File: config.mk
export PLATFORM = sky130hd
export DESIGN_NAME = arr_feeder4
export DESIGN_NICKNAME = d
export VERILOG_FILES = /design/src/rtl/arr_feeder4.sv
export SDC_FILE = /design/constraint.sdc
export NUM_CORES = 1
export LEC_CHECK = 0
export ABC_AREA = 1
export CAP_MARGIN = 20
export CORE_ASPECT_RATIO = 0.5
export CORE_UTILIZATION = 46
export CTS_BUF_LIST = sky130_fd_sc_hd__clkbuf_4
export DETAILED_ROUTE_END_ITERATION = 8
export PLACE_DENSITY_LB_ADDON = 0.3
export SLEW_MARGIN = 20
export SYNTH_ARGS = -nofsm -noshare
export SYNTH_HDL_FRONTEND = slang
export SYNTH_SLANG_ARGS = --single-unit
File: constraint.sdc
create_clock -name clk -period 1.2 [get_ports clk]
set_input_delay 0.24 -clock clk [delete_from_list [all_inputs] [get_ports clk]]
set_output_delay 0.24 -clock clk [all_outputs]
set_load 0.02 [all_outputs]
File: src/rtl/arr_feeder4.sv
// Upstream feeder for a weight-stationary systolic array: loads the weight chain,
// skews activation vectors diagonally, appends zero-flush cycles and pulses done.
module arr_feeder4 #(
  parameter int N         = 4,
  parameter int DW        = 8,
  parameter int FLUSH_CYC = 2*N-1
) (
  input  logic            clk,
  input  logic            rst,
  input  logic            start,
  input  logic            w_valid,
  output logic            w_ready,
  input  logic [N*DW-1:0] w_data,
  input  logic            a_valid,
  output logic            a_ready,
  input  logic            a_last,
  input  logic [N*DW-1:0] a_data,
  output logic [N*DW-1:0] w_out,
  output logic [N*DW-1:0] a_out,
  output logic [N-1:0]    sk_valid,
  output logic            hold,
  output logic            busy,
  output logic            done
);

  localparam logic [1:0] S_IDLE   = 2'd0;
  localparam logic [1:0] S_LOAD_W = 2'd1;
  localparam logic [1:0] S_STREAM = 2'd2;
  localparam logic [1:0] S_FLUSH  = 2'd3;

  localparam int WCW = ($clog2(N) > 0) ? $clog2(N) : 1;
  localparam int FCW = ($clog2(FLUSH_CYC) > 0) ? $clog2(FLUSH_CYC) : 1;
  localparam logic [WCW-1:0] WCNT_LAST = WCW'(N-1);
  localparam logic [FCW-1:0] FCNT_LAST = FCW'(FLUSH_CYC-1);

  logic [1:0]      state_q, state_d;
  logic [WCW-1:0]  wcnt_q, wcnt_d;
  logic [FCW-1:0]  fcnt_q, fcnt_d;
  logic [N*DW-1:0] w_out_q;
  logic            hold_q;
  logic            busy_q;
  logic            done_q;
  logic            w_acc;
  logic            a_acc;

  assign w_ready = (state_q == S_LOAD_W);
  assign a_ready = (state_q == S_STREAM);
  assign w_acc   = w_valid & w_ready;
  assign a_acc   = a_valid & a_ready;

  always_comb begin
    state_d = state_q;
    wcnt_d  = wcnt_q;
    fcnt_d  = fcnt_q;
    case (state_q)
      S_IDLE: begin
        if (start) begin
          state_d = S_LOAD_W;
          wcnt_d  = '0;
        end
      end
      S_LOAD_W: begin
        if (w_acc) begin
          wcnt_d = wcnt_q + 1'b1;
          if (wcnt_q == WCNT_LAST) begin
            state_d = S_STREAM;
            wcnt_d  = '0;
          end
        end
      end
      S_STREAM: begin
        if (a_acc && a_last) begin
          state_d = S_FLUSH;
          fcnt_d  = '0;
        end
      end
      default: begin
        fcnt_d = fcnt_q + 1'b1;
        if (fcnt_q == FCNT_LAST) begin
          state_d = S_IDLE;
          fcnt_d  = '0;
        end
      end
    endcase
  end

  // done/busy are registered from next-state so they line up with the state they describe
  always_ff @(posedge clk) begin
    if (rst) begin
      state_q <= S_IDLE;
      wcnt_q  <= '0;
      fcnt_q  <= '0;
      w_out_q <= '0;
      hold_q  <= 1'b1;
      busy_q  <= 1'b0;
      done_q  <= 1'b0;
    end else begin
      state_q <= state_d;
      wcnt_q  <= wcnt_d;
      fcnt_q  <= fcnt_d;
      w_out_q <= w_acc ? w_data : '0;
      hold_q  <= ~w_acc;
      busy_q  <= (state_d != S_IDLE);
      done_q  <= (state_d == S_FLUSH) && (fcnt_d == FCNT_LAST);
    end
  end

  assign w_out = w_out_q;
  assign hold  = hold_q;
  assign busy  = busy_q;
  assign done  = done_q;

  // Lane gi has gi+1 registers, so an element accepted at t shows at t+1+gi
  generate
    for (genvar gi = 0; gi < N; gi++) begin : g_lane
      logic [DW-1:0] pipe_q [0:gi];
      logic          vld_q  [0:gi];

      always_ff @(posedge clk) begin
        if (rst) begin
          for (int j = 0; j <= gi; j++) begin
            pipe_q[j] <= '0;
            vld_q[j]  <= 1'b0;
          end
        end else begin
          pipe_q[0] <= a_acc ? a_data[gi*DW +: DW] : '0;
          vld_q[0]  <= a_acc;
          for (int j = 1; j <= gi; j++) begin
            pipe_q[j] <= pipe_q[j-1];
            vld_q[j]  <= vld_q[j-1];
          end
        end
      end

      assign a_out[gi*DW +: DW] = pipe_q[gi];
      assign sk_valid[gi]       = vld_q[gi];
    end
  endgenerate

endmodule

======== Yosys cells after proc, flatten, opt, wreduce, memory -nomap -nowiden ========
Memory sizes are Yosys's and may differ from the RTL's.
Cells that the tools add are included.
operators by class
  add/sub/neg operators ................... 2
  equality and inequality tests ........... 8
  div/mod/pow operators ................... 0
  $lt $le $gt $ge ......................... 0
  $mul .................................... 0
  shift-type cells ........................ 0
  muxes and demuxes ....................... 42
  reduce and logical (&&, ||, !) cells .... 10
  bitwise logic cells ..................... 21
operator list
  operator               number
  $mux W8                14
  $or A1 B1 Y1           18
  $mux W2                8
  $mux W1                15
  $reduce_or A8 Y1       1
  $eq A2 B2 Y1 const B   3
  $eq A3 B3 Y1 const B   2
  $mux W3                2
  $pmux W2 S3            1
  $pmux W3 S2            1
  $pmux W2 S2            1
  $reduce_bool A2 Y1     2
  $reduce_or A2 Y1       2
  $add A3 B1 Y3 const B  1
  $reduce_and A3 Y1      1
  $add A2 B1 Y2 const B  1
  $and A1 B1 Y1          2
  $eq A2 B1 Y1 const B   1
  $logic_and A1 B1 Y1    2
  $logic_not A2 Y1       1
  $ne A2 B1 Y1 const B   1
  $ne A2 B2 Y1 const B   1
  $not A1 Y1             1
  $reduce_or A1 Y1       1
storage, ports and cells
  word-level logic and storage cells ...... 98
  bits in writable memories ............... 90
  output and inout bits ................... 73
  bits of input ports ..................... 70
  memories kept ........................... 8
  ROM bits ................................ 0
  latch bits .............................. 0
  bits in registers ....................... 42
memories
  name              depth  bits a word  rd ports  clocked after memory_dff  write ports  RTL line  RTL
  g_lane[3].pipe_q  4      8            4         0                         4            116       logic [DW-1:0] pipe_q [0:gi];
  g_lane[2].pipe_q  3      8            3         0                         3            116
  g_lane[1].pipe_q  2      8            2         0                         2            116
  g_lane[0].pipe_q  1      8            1         0                         1            116
  g_lane[3].vld_q   4      1            4         0                         4            117       logic vld_q [0:gi];
  g_lane[2].vld_q   3      1            3         0                         3            117
  +2 memories       --     --           --        --                        --           --

======== Longest topological paths before layout ========
  depth in word-level cells ............... 7
  gate-level depth with buffers ........... 7
  gate-level depth less buffers ........... 7

======== Worst setup path before layout ========
No wires, ideal clock.
  path type ............................... flip-flop to flip-flop
  start point ............................. register state_q[0]
  end point ............................... memory g_lane[1].pipe_q[0][5]
  arrival ................................. 0.905 ns
  required time ........................... 1.136 ns
  library setup time ...................... 0.064 ns
  cell stages (with the launch flop) ...... 7
  buffers on the path ..................... 1
  path slack .............................. 0.232 ns
  cell sequence ........................... dfxtp_1 inv_1 nand2_1 inv_2 nand3_4 buf_6 nor2_1
RTL lines
  what                    RTL line  RTL
  start, declared         36        logic [1:0] state_q, state_d;
  start signal, assigned  98        state_q <= state_d;
  end, declared           116

======== Worst setup path after layout ========
  start point ............................. register state_q[0]
  end point ............................... output a_ready
on the way
  word-level cells in the longest chain between the ends .. 1
ends and longest elaborated chain
  what           RTL line  RTL
  $eq A2 B2 Y1   47        assign a_ready = (state_q == S_STREAM);
  end, declared  15        output logic a_ready,
Every way passes these cells.

==> impl_metrics.tcl <==
set metrics [dict create \
    status "complete, but fails checks" \
    violations "setup timing" \
    finalSetupViolations 39 \
    drc 0 \
    clockBufferDepth 2 \
    root_buffer "clkbuf_4" \
    min_period_over_period_pct 117.6 \
    fmaxAchievable_ghz 0.7088 \
    grt_pass1_vias 2489 \
    postSynthAreaPerCell_sq_um 8.728 \
    globalRouteOverflowTotal 0 \
    post_drt_wl_per_cell_um 11.23 \
    end_kind "output port" \
    whs_ps 119.7 \
    dieArea_sq_um 9109 \
    worst_ep_required_time_ps 960 \
    die_x_um 134.0 \
    finalSetupTns_ps -2752 \
    syn-num-nets 530 \
    h-tree-depth 4 \
    synth-edff-count 0 \
    via_per_inst 4.059 \
    num_io_pins 143 \
    grt.met1_usage_pct 16.68 \
    initial_core_util_pct 48.68 \
    finalPower_mw 7.366 \
    finalCriticalPeriod_ps 1411 \
    met3_usage_pct 6.815 \
    synth_cells 459 \
    tightest_slew_ps 366.6 \
    slew_headroom_pct 75.56 \
    ys_warn_count 0 \
    vias 2959 \
    synth_top_area_cell "dfxtp_1" \
    antenna_left 0 \
    grt_util_met2_pct 29.15 \
    layout-drive-gt1-share_pct 39.71 \
    ys_types 19 \
    fin_ws_ps -210.8 \
    power.leakage_nw 2.913 \
    grt_usage_pct 16.22 \
    fp.coreArea_sq_um 8230 \
    slew_violations 0 \
    grt_first_pass_wirelength_um 10940 \
    gp_congestion 0.7889 \
    routed_wl_um 8185 \
    num_rows 23 \
    area_growth_pct 52.65 \
    utilization_pct 74.31 \
    crit_fanout 3 \
    insertedDiodeCount 0 \
    grt_setup_unrepaired "true" \
    path_clk_slew_ps 90 \
    numClockSinks 126 \
    fillCellCount 590 \
    hold_path_class "input pin to flop" \
    drt-initial-drc-count 76 \
    busiest_layer "met2" \
    ys_ff_latch 126 \
    synth_common_cells "dfxtp_1 (126), inv_1 (124), nor2_1 (116), buf_4 (28), nand2_1 (20)" \
    clock_latency_ps 490 \
    cts_inserted_buffers 17 \
    die_h_um 67.99 \
    stdcell_area_sq_um 6116 \
    yosysSeqAreaShare_pct 62.96 \
    critical_path_class "flop to output port" \
    holdBufCountCts 0 \
    critical_path_arrival_ps 1170 \
    cts_tree "yes" \
    place_area_sq_um 5363 \
    startpoint_type "flop" \
    syn-cell-area_sq_um 4006 \
    antenna_found_initial 0 \
    synth.top_cell.area_share_pct 62.96 \
    powerDensity_nw_per_um2 1204 \
    io_buffers 142 \
    ir_drop_mv 0.8442 \
    skew_ps 12.99 \
    layout.nets 676 \
    synthArstFlopShare_pct 0 \
    first_pass_iters 4 \
    synth_most_common_cell "dfxtp_1" \
    ys.flop_type "dfxtp_1" \
    hold_viol_final 0 \
    grt_max_degree 38 \
    synth_area_leaders "dfxtp_1 (63%), inv_1 (12%), nor2_1 (11%), buf_4 (5.2%), buf_6 (2.0%)" \
    drv_cap 0 \
    place_hpwl_um 4722 \
]
[path summary, 6_finish.rpt]
path                                   to  slack, ps              startpoint  cells after the start
setup / recovery                  a_ready       -210              state_q[0]                      4
hold / removal                 state_q[1]        120                     rst                      4
setup reg to reg                     busy       -200              state_q[0]                      9
hold reg to reg   g_lane[1].pipe_q[0][11]        390  g_lane[1].pipe_q[0][3]                      2
[logic make-up (layout without fill, tap and decap cells)]
logic type,Yosys count,in the layout,share of synthesized area [%]
buf+inv,168,326,19.68
fa+ha+maj,1,1,0.3123
compound gates,9,9,1.218
flops,126,126,62.96
simple gates,155,155,15.83
[metal layers]
metal  vias up  share of wire [%]
li1       1542                  -
met4         0                1.1
met2       102                 52
met1      1303                 41
met5         -                  0
met3        12                6.4
[state kept, by name, summed over array words and instances, names as in the netlist]
signal and count:
fcnt_q 3, state_q 2, done 1, busy 1
g_lane.vld_q 4, w_out 32, hold 1, wcnt_q 2
g_lane.pipe_q 80
[critical path, cell delays in order (launching register included)]
cell and delay [ps]:
dfxtp_2 380, inv_2 70, nand2_4 80, inv_2 40, buf_6 120
[stage by stage]
stage | cells | worst slack (ps)
after floorplan | 459 | 231.6
after global placement | 684 | -133.7
after detailed placement | 684 | -178.8
after CTS | 725 | -205.4
after global routing | 729 | -308.3
final | 729 | -210.8
[report_power, final]
| part | internal, mW | switching (mW) | total, mW |
|---|---|---|---|
| combinational | 0.357 | 0.246 | 0.603 |
| sequential | 4.22 | 0.0250 | 4.25 |
| clock | 1.10 | 1.41 | 2.52 |
[final cells by class]
class	count	area (sq um)	share of cell area [%]
clock inverter	9	71.32	1.166
timing repair buffer	167	1831	29.93
inverter	128	480.5	7.856
tap	112	140.1	2.291
sequential	126	2616	42.78
clock buffer	22	165.2	2.700
multi-input combinational	165	812.0	13.28
[layout by cell type, fill, tap and decap left out, types with 5 or more instances in the layout]
| cell | count |
|---|---|
| inv_1 | 121 |
| nor2_1 | 100 |
| buf_6 | 79 |
| dfxtp_2 | 72 |
| clkdlybuf4s50_1 | 68 |
| dfxtp_1 | 53 |
| clkbuf_4 | 22 |
| nor2_2 | 18 |
| nand2_1 | 16 |
| buf_4 | 12 |
| inv_2 | 7 |
| nand3_1 | 6 |
| clkinv_2 | 6 |
| clkbuf_16 | 5 |
[what timing repair did]
| action | CTS | global route |
|---|---|---|
| gates resized for setup | 515 | 41 |
| setup endpoints to repair | 73 | 148 |
| pin swaps | 1 | 7 |
| cloned | 0 | 6 |
| buffers inserted | 10 | 5 |
Power figures use the tool's default switching activity.
